## config.mk

```make
export PLATFORM = sky130hd
export DESIGN_NAME = stack_seq_flat
export DESIGN_NICKNAME = d
export VERILOG_FILES = /design/src/rtl/stack_seq_if.sv /design/src/rtl/stack_seq.sv /design/src/flat_wrapper.sv
export SDC_FILE = /design/constraint.sdc
export NUM_CORES = 1
export LEC_CHECK = 0
export ABC_AREA = 1
export ABC_CLOCK_PERIOD_IN_PS = 3000
export CAP_MARGIN = 25
export CORE_UTILIZATION = 42
export CTS_BUF_LIST = sky130_fd_sc_hd__clkbuf_8
export DETAILED_ROUTE_END_ITERATION = 6
export PLACE_DENSITY_LB_ADDON = 0.1
export SKIP_CTS_REPAIR_TIMING = 1
export SLEW_MARGIN = 5
export SYNTH_ARGS = -nofsm -noshare
export SYNTH_HDL_FRONTEND = slang
export SYNTH_SLANG_ARGS = --single-unit
```

## constraint.sdc

```tcl
create_clock -name clk -period 3 [get_ports clk]
set_clock_uncertainty 0.1 [all_clocks]
set_input_delay 0.75 -clock clk [delete_from_list [all_inputs] [get_ports clk]]
set_output_delay 0.75 -clock clk [all_outputs]
set_load 0.02 [all_outputs]
```

## src/rtl/stack_seq_if.sv

```systemverilog
// stack_seq_if: request/response, SP-register and stack-memory bus between a
// sequencer client (master) and the stack_seq block (slave).
interface stack_seq_if;
  // Op request / handshake
  logic        op_valid;
  logic        op_ready;
  logic [1:0]  op_code;
  logic [15:0] push_data;
  logic [15:0] ret_pc;
  // SP register interface
  logic [15:0] reg_SP_out;
  logic [1:0]  MSP;
  logic        sp_we;
  // Stack memory interface
  logic [15:0] mem_addr;
  logic [15:0] mem_wdata;
  logic        mem_we;
  logic        mem_re;
  logic [15:0] mem_rdata;
  // Pop results and status
  logic [15:0] pop_data;
  logic        pop_valid;
  logic        pop_is_sr;
  logic        done;
  logic        stack_fault;

  modport master (
    output op_valid, op_code, push_data, ret_pc, reg_SP_out, mem_rdata,
    input  op_ready, MSP, sp_we, mem_addr, mem_wdata, mem_we, mem_re,
           pop_data, pop_valid, pop_is_sr, done, stack_fault
  );

  modport slave (
    input  op_valid, op_code, push_data, ret_pc, reg_SP_out, mem_rdata,
    output op_ready, MSP, sp_we, mem_addr, mem_wdata, mem_we, mem_re,
           pop_data, pop_valid, pop_is_sr, done, stack_fault
  );
endinterface

```

## src/rtl/stack_seq.sv

```systemverilog
// stack_seq: PUSH/POP/CALL/RETI stack sequencer driving an external SP
// register (via MSP/sp_we) and a word-wide stack memory with one-cycle read
// latency. Optional stack-limit check enabled by macro STACK_LIMIT_CHK_EN.
module stack_seq #(
  parameter logic [15:0] STACK_LIMIT = 16'h0200
) (
  input  logic      clk,
  input  logic      rst_n,
  stack_seq_if.slave bus
);

  typedef enum logic [1:0] {
    OP_PUSH = 2'b00,
    OP_POP  = 2'b01,
    OP_CALL = 2'b10,
    OP_RETI = 2'b11
  } op_e;

  typedef enum logic [1:0] {
    MSP_HOLD = 2'd0,
    MSP_DEC  = 2'd1,
    MSP_INC  = 2'd2
  } msp_e;

`ifdef STACK_LIMIT_CHK_EN
  typedef enum logic [2:0] {IDLE, DEC, WR, RD, INC, FAULT} state_e;
`else
  typedef enum logic [2:0] {IDLE, DEC, WR, RD, INC} state_e;
`endif

  state_e      state_q, state_d;
  op_e         op_q, op_d;
  logic [15:0] data_q, data_d;
  logic        sr_done_q, sr_done_d;   // RETI: SR word already popped

  logic        op_ready_q, op_ready_d;
  msp_e        msp_q, msp_d;
  logic        sp_we_q, sp_we_d;
  logic        mem_we_q, mem_we_d;
  logic        mem_re_q, mem_re_d;
  logic [15:0] mem_wdata_q, mem_wdata_d;
  logic        pop_valid_q, pop_valid_d;
  logic        pop_is_sr_q, pop_is_sr_d;
  logic        done_q, done_d;

  logic [15:0] sp_even;
  logic        unused_ok;

  assign sp_even = {bus.reg_SP_out[15:1], 1'b0};

`ifdef STACK_LIMIT_CHK_EN
  logic        stack_fault_q, stack_fault_d;
  logic        limit_hit;

  // (sp_even - 2) < STACK_LIMIT without wrap, evaluated as sp_even < LIMIT + 2
  assign limit_hit = {1'b0, sp_even} < ({1'b0, STACK_LIMIT} + 17'd2);
  assign bus.stack_fault = stack_fault_q;
  assign unused_ok = bus.reg_SP_out[0];
`else
  assign bus.stack_fault = 1'b0;
  assign unused_ok = ^{bus.reg_SP_out[0], STACK_LIMIT};
`endif

  // Next-state sequencing and operand capture on acceptance
  always_comb begin
    state_d   = state_q;
    op_d      = op_q;
    data_d    = data_q;
    sr_done_d = sr_done_q;
    case (state_q)
      IDLE: begin
        if (bus.op_valid) begin
          op_d      = op_e'(bus.op_code);
          data_d    = (op_e'(bus.op_code) == OP_CALL) ? bus.ret_pc : bus.push_data;
          sr_done_d = 1'b0;
          if (op_d == OP_PUSH || op_d == OP_CALL) begin
`ifdef STACK_LIMIT_CHK_EN
            state_d = limit_hit ? FAULT : DEC;
`else
            state_d = DEC;
`endif
          end else begin
            state_d = RD;
          end
        end
      end
      DEC: state_d = WR;
      WR:  state_d = IDLE;
      RD:  state_d = INC;
      INC: begin
        if (op_q == OP_RETI && !sr_done_q) begin
          sr_done_d = 1'b1;
          state_d   = RD;
        end else begin
          state_d   = IDLE;
        end
      end
`ifdef STACK_LIMIT_CHK_EN
      FAULT: state_d = IDLE;
`endif
      default: state_d = IDLE;
    endcase
  end

  // Registered outputs decoded from the state being entered
  always_comb begin
    op_ready_d  = 1'b0;
    msp_d       = MSP_HOLD;
    sp_we_d     = 1'b0;
    mem_we_d    = 1'b0;
    mem_re_d    = 1'b0;
    mem_wdata_d = '0;
    pop_valid_d = 1'b0;
    pop_is_sr_d = 1'b0;
    done_d      = 1'b0;
`ifdef STACK_LIMIT_CHK_EN
    stack_fault_d = 1'b0;
`endif
    case (state_d)
      IDLE: op_ready_d = 1'b1;
      DEC: begin
        msp_d   = MSP_DEC;
        sp_we_d = 1'b1;
      end
      WR: begin
        mem_we_d    = 1'b1;
        mem_wdata_d = data_d;
        done_d      = 1'b1;
      end
      RD: mem_re_d = 1'b1;
      INC: begin
        msp_d       = MSP_INC;
        sp_we_d     = 1'b1;
        pop_valid_d = 1'b1;
        pop_is_sr_d = (op_d == OP_RETI) && !sr_done_d;
        done_d      = !((op_d == OP_RETI) && !sr_done_d);
      end
`ifdef STACK_LIMIT_CHK_EN
      FAULT: begin
        stack_fault_d = 1'b1;
        done_d        = 1'b1;
      end
`endif
      default: op_ready_d = 1'b0;
    endcase
  end

  // State, operand and output registers; reset abandons any in-flight op
  always_ff @(posedge clk or negedge rst_n) begin
    if (!rst_n) begin
      state_q     <= IDLE;
      op_q        <= OP_PUSH;
      data_q      <= '0;
      sr_done_q   <= 1'b0;
      op_ready_q  <= 1'b1;
      msp_q       <= MSP_HOLD;
      sp_we_q     <= 1'b0;
      mem_we_q    <= 1'b0;
      mem_re_q    <= 1'b0;
      mem_wdata_q <= '0;
      pop_valid_q <= 1'b0;
      pop_is_sr_q <= 1'b0;
      done_q      <= 1'b0;
`ifdef STACK_LIMIT_CHK_EN
      stack_fault_q <= 1'b0;
`endif
    end else begin
      state_q     <= state_d;
      op_q        <= op_d;
      data_q      <= data_d;
      sr_done_q   <= sr_done_d;
      op_ready_q  <= op_ready_d;
      msp_q       <= msp_d;
      sp_we_q     <= sp_we_d;
      mem_we_q    <= mem_we_d;
      mem_re_q    <= mem_re_d;
      mem_wdata_q <= mem_wdata_d;
      pop_valid_q <= pop_valid_d;
      pop_is_sr_q <= pop_is_sr_d;
      done_q      <= done_d;
`ifdef STACK_LIMIT_CHK_EN
      stack_fault_q <= stack_fault_d;
`endif
    end
  end

  assign bus.op_ready  = op_ready_q;
  assign bus.MSP       = msp_q;
  assign bus.sp_we     = sp_we_q;
  assign bus.mem_we    = mem_we_q;
  assign bus.mem_re    = mem_re_q;
  assign bus.mem_wdata = mem_wdata_q;
  assign bus.pop_valid = pop_valid_q;
  assign bus.pop_is_sr = pop_is_sr_q;
  assign bus.done      = done_q;

  // Address follows the live SP so WR sees the already-decremented value
  // and the second RETI read sees the already-incremented value.
  assign bus.mem_addr = (state_q == WR || state_q == RD) ? sp_even : '0;
  // Read data arrives in INC, one cycle after mem_re
  assign bus.pop_data = (state_q == INC) ? bus.mem_rdata : '0;

endmodule

```

## src/flat_wrapper.sv

```systemverilog
// flat-port wrapper written by rule: the top's interface ports become plain ports
module stack_seq_flat 
#(
  parameter logic [15:0] STACK_LIMIT = 16'h0200
)
  (clk, rst_n, bus_op_valid, bus_op_code, bus_push_data, bus_ret_pc, bus_reg_SP_out, bus_mem_rdata, bus_op_ready, bus_MSP, bus_sp_we, bus_mem_addr, bus_mem_wdata, bus_mem_we, bus_mem_re, bus_pop_data, bus_pop_valid, bus_pop_is_sr, bus_done, bus_stack_fault);
  stack_seq_if bus_i ();
  input  logic clk;
  input  logic rst_n;
  input wire logic [$bits(bus_i.op_valid)-1:0] bus_op_valid;
  input wire logic [$bits(bus_i.op_code)-1:0] bus_op_code;
  input wire logic [$bits(bus_i.push_data)-1:0] bus_push_data;
  input wire logic [$bits(bus_i.ret_pc)-1:0] bus_ret_pc;
  input wire logic [$bits(bus_i.reg_SP_out)-1:0] bus_reg_SP_out;
  input wire logic [$bits(bus_i.mem_rdata)-1:0] bus_mem_rdata;
  output wire logic [$bits(bus_i.op_ready)-1:0] bus_op_ready;
  output wire logic [$bits(bus_i.MSP)-1:0] bus_MSP;
  output wire logic [$bits(bus_i.sp_we)-1:0] bus_sp_we;
  output wire logic [$bits(bus_i.mem_addr)-1:0] bus_mem_addr;
  output wire logic [$bits(bus_i.mem_wdata)-1:0] bus_mem_wdata;
  output wire logic [$bits(bus_i.mem_we)-1:0] bus_mem_we;
  output wire logic [$bits(bus_i.mem_re)-1:0] bus_mem_re;
  output wire logic [$bits(bus_i.pop_data)-1:0] bus_pop_data;
  output wire logic [$bits(bus_i.pop_valid)-1:0] bus_pop_valid;
  output wire logic [$bits(bus_i.pop_is_sr)-1:0] bus_pop_is_sr;
  output wire logic [$bits(bus_i.done)-1:0] bus_done;
  output wire logic [$bits(bus_i.stack_fault)-1:0] bus_stack_fault;
  assign bus_i.op_valid = bus_op_valid;
  assign bus_i.op_code = bus_op_code;
  assign bus_i.push_data = bus_push_data;
  assign bus_i.ret_pc = bus_ret_pc;
  assign bus_i.reg_SP_out = bus_reg_SP_out;
  assign bus_i.mem_rdata = bus_mem_rdata;
  assign bus_op_ready = bus_i.op_ready;
  assign bus_MSP = bus_i.MSP;
  assign bus_sp_we = bus_i.sp_we;
  assign bus_mem_addr = bus_i.mem_addr;
  assign bus_mem_wdata = bus_i.mem_wdata;
  assign bus_mem_we = bus_i.mem_we;
  assign bus_mem_re = bus_i.mem_re;
  assign bus_pop_data = bus_i.pop_data;
  assign bus_pop_valid = bus_i.pop_valid;
  assign bus_pop_is_sr = bus_i.pop_is_sr;
  assign bus_done = bus_i.done;
  assign bus_stack_fault = bus_i.stack_fault;
  stack_seq #(.STACK_LIMIT(STACK_LIMIT)) u_core (.clk(clk), .rst_n(rst_n), .bus(bus_i));
endmodule
```

==> impl_metrics.yaml <==
logic_synthesis:
  synth_most_common_cell: "nand2_1"
  synth_commonest_cells: "nand2_1 (65), inv_1 (58), nor2_1 (53)"
  seq_area_frac_synth: 0.538
  yosys_most_used_dff: "dfrtp_1"
  synth.cell_area_sq_um: 2190
  ys_ff_latch: 47
  synth_cells: 285
  yosysTopAreaCellShare: 0.526
  synth_top_area_cell: "dfrtp_1"
  ys_types: 18
  synthArstFlopShare: 1.00
  syn_area_per_cell_sq_um: 7.67
  synth-edff-count: 0
  ys_top_cells_by_area: "dfrtp_1 (53%), nand2_1 (11%), inv_1 (10%)"
  ys_warn_count: 0
sta:
  post-route-min-period_ns: 2.99
  finalSetupTns_ns: 0
  slew_violations: 0
  fin_crit_sh: 0.995
  clock.fmax_mhz: 335
  setup_viol: 0
  rsz0062_at_grt: "yes"
  hold_violations: 0
cells_and_area:
  fill_cells: 410
  syn_to_final_growth_pct: 62.0
  fin_area_sq_um: 3540
  antenna_cells: 0
  finalNetCount: 477
  multiInputGateArea_sq_um: 691
  drive_above_1_share: 0.0489
  seqCellArea_sq_um: 1180
global_route:
  grt.met2_usage: 0.363
  grt_pass1_wl_um: 8250
  track_usage: 0.199
  antenna_found_initial: 0
  grt_overflow: 0
  use_met3: 0.0650
  use_met1: 0.216
  grt_pass1_vias: 1897
  grt_max_degree: 40
  busiest_layer: "met2"
clock_tree:
  clock-sinks: 47
  numCtsBuffers: 5
  cts_tree: "done"
  clock-root-buffer: "clkbuf_8"
  cts.clk_slew.worst_paths_ns: 0.08
  htree_levels: 2
  cts_buffer_depth: 2
  clkLatencyLatePin_ns: 0.30
critical_path:
  cpPeakStageDelay_ns: 0.63
  worstSetupEndpointType: "output port"
  critPathMaxFanout: 15
  crit_arrival_ns: 2.14
  crit_chain: "inv_1 > nand3_1 > nand2_1 > inv_1 > nor2_1 > clkdlybuf4s50_1"
  crit_path_start_kind: "flip-flop"
  slowest_stage: "clkdlybuf4s50_1"
  worst-setup-path-type: "flip-flop to output port"
  cp_data_required_time_ns: 2.15
  cp_num_buf_inv: 3
  path_delay_family: "buffers and inverters"
  crit_top_cell: "inv_1"
floorplan:
  ios: 127
  start_util: 0.448
  core_area_sq_um: 4880
  die_w_um: 74.2
  rows: 25
  fp.dieArea_sq_um: 5500
  die_y_um: 74.2
pwr:
  powerDensity_nw_per_um2: 711
  ir_worst_vdd_uv: 477
  total_power_mw: 2.52
  p_leak_nw: 2.02
placed_design:
  gp_congestion: 0.791
  place_area_sq_um: 3440
  io_buffer_count: 123
  place_hpwl_um: 4220
routing:
  wire_per_inst_um: 11.8
  wl_um: 5600
  num_vias: 2145
  detail_route.iter0.violations: 37
  ant_nets: 0
  drc: 0
  dr.pass1.iters: 6
  viasPerCell: 4.51
hold_path:
  hp-class: "primary input to asynchronous set/reset pin"
flow_run:
  drv_cap: 0
outcome:
  run_status: "completed"
layout make-up:
class | count | share of cell area
clock buffer | 5 | 0.0194
clock inverter | 3 | 0.00353
inverter | 60 | 0.0636
multi-input combinational | 166 | 0.195
sequential | 47 | 0.332
tap | 67 | 0.0237
timing repair buffer | 128 | 0.362
flip-flops by register name (all words and copies together) (netlist names):
register	cells
u_core.bus.mem_wdata	16
u_core.bus.op_ready	1
u_core.sr_done_q	1
u_core.bus.sp_we	1
u_core.bus.mem_we	1
u_core.bus.MSP	2
u_core.bus.pop_is_sr	1
u_core.data_q	16
u_core.bus.mem_re	1
u_core.bus.done	1
u_core.op_q	2
u_core.state_q	3
u_core.bus.pop_valid	1
logic make-up (layout without fill, tap and decap cells):
| logic type | after synthesis | after routing | share of synthesized area |
|---|---|---|---|
| buffers and inverters | 73 | 196 | 0.148 |
| AND/OR/NAND/NOR | 129 | 129 | 0.232 |
| other | 1 | 2 | 0.00171 |
| flip-flops | 47 | 47 | 0.538 |
| AO/OA/AOI/OAI | 35 | 35 | 0.0801 |
path summary, 6_finish.rpt:
check                                   from                      end  slack [ns]  cells past startpoint
setup / recovery           u_core.state_q[2]          bus_mem_addr[2]        0.01                      6
min in group clk            u_core.data_q[4]         u_core.data_q[4]        0.38                      2
max in group asynchronous              rst_n      u_core.bus.op_ready        1.87                      2
setup reg to reg           u_core.state_q[1]          u_core.bus.done        1.45                      8
hold / removal                         rst_n  u_core.bus.mem_wdata[1]        0.28                      1
hold reg to reg             u_core.data_q[4]         u_core.data_q[4]        0.38                      2
per-layer routing:
metal  wire [um]  vias up  share of wire
met2        2760       88           0.49
met5           0        -              0
met4          80        0          0.014
li1            -     1072              -
met3         550        7          0.098
met1        2210      978           0.40
layout by cell type, fill, tap and decap left out, types with 6 or more instances in the layout:
cell type,count
nand2_1,65
o21ai_1,13
dlymetal6s2s_1,8
clkdlybuf4s50_1,114
nand3_1,6
dfrtp_1,46
inv_1,59
a21oi_1,17
nor2_1,53
worst register-to-register path: cells and delay by family, from the launching register on:
kind / cells / cell delay (ns)
buffers and inverters: 1 / 0.35
DFF: 1 / 0.44
and+or+nand+nor: 7 / 0.57
stage by stage:
stage          hold WS, ns   util  std cells  setup slack, ns
5_1_grt              0.311  0.726        476           -0.141
3_5_place_dp         0.361  0.705        468            0.160
4_1_cts              0.296  0.722        476        -0.000332
6_report             0.285  0.726        476           0.0144
2_1_floorplan        0.345      -        286            0.894
3_3_place_gp         0.358  0.705        468            0.188
where the power goes:
group | total (mW) | switching (mW) | internal [mW]
clock | 0.349 | 0.192 | 0.157
sequential | 0.946 | 0.0841 | 0.862
combinational | 1.22 | 0.700 | 0.523
Power figures use the tool's default switching activity.
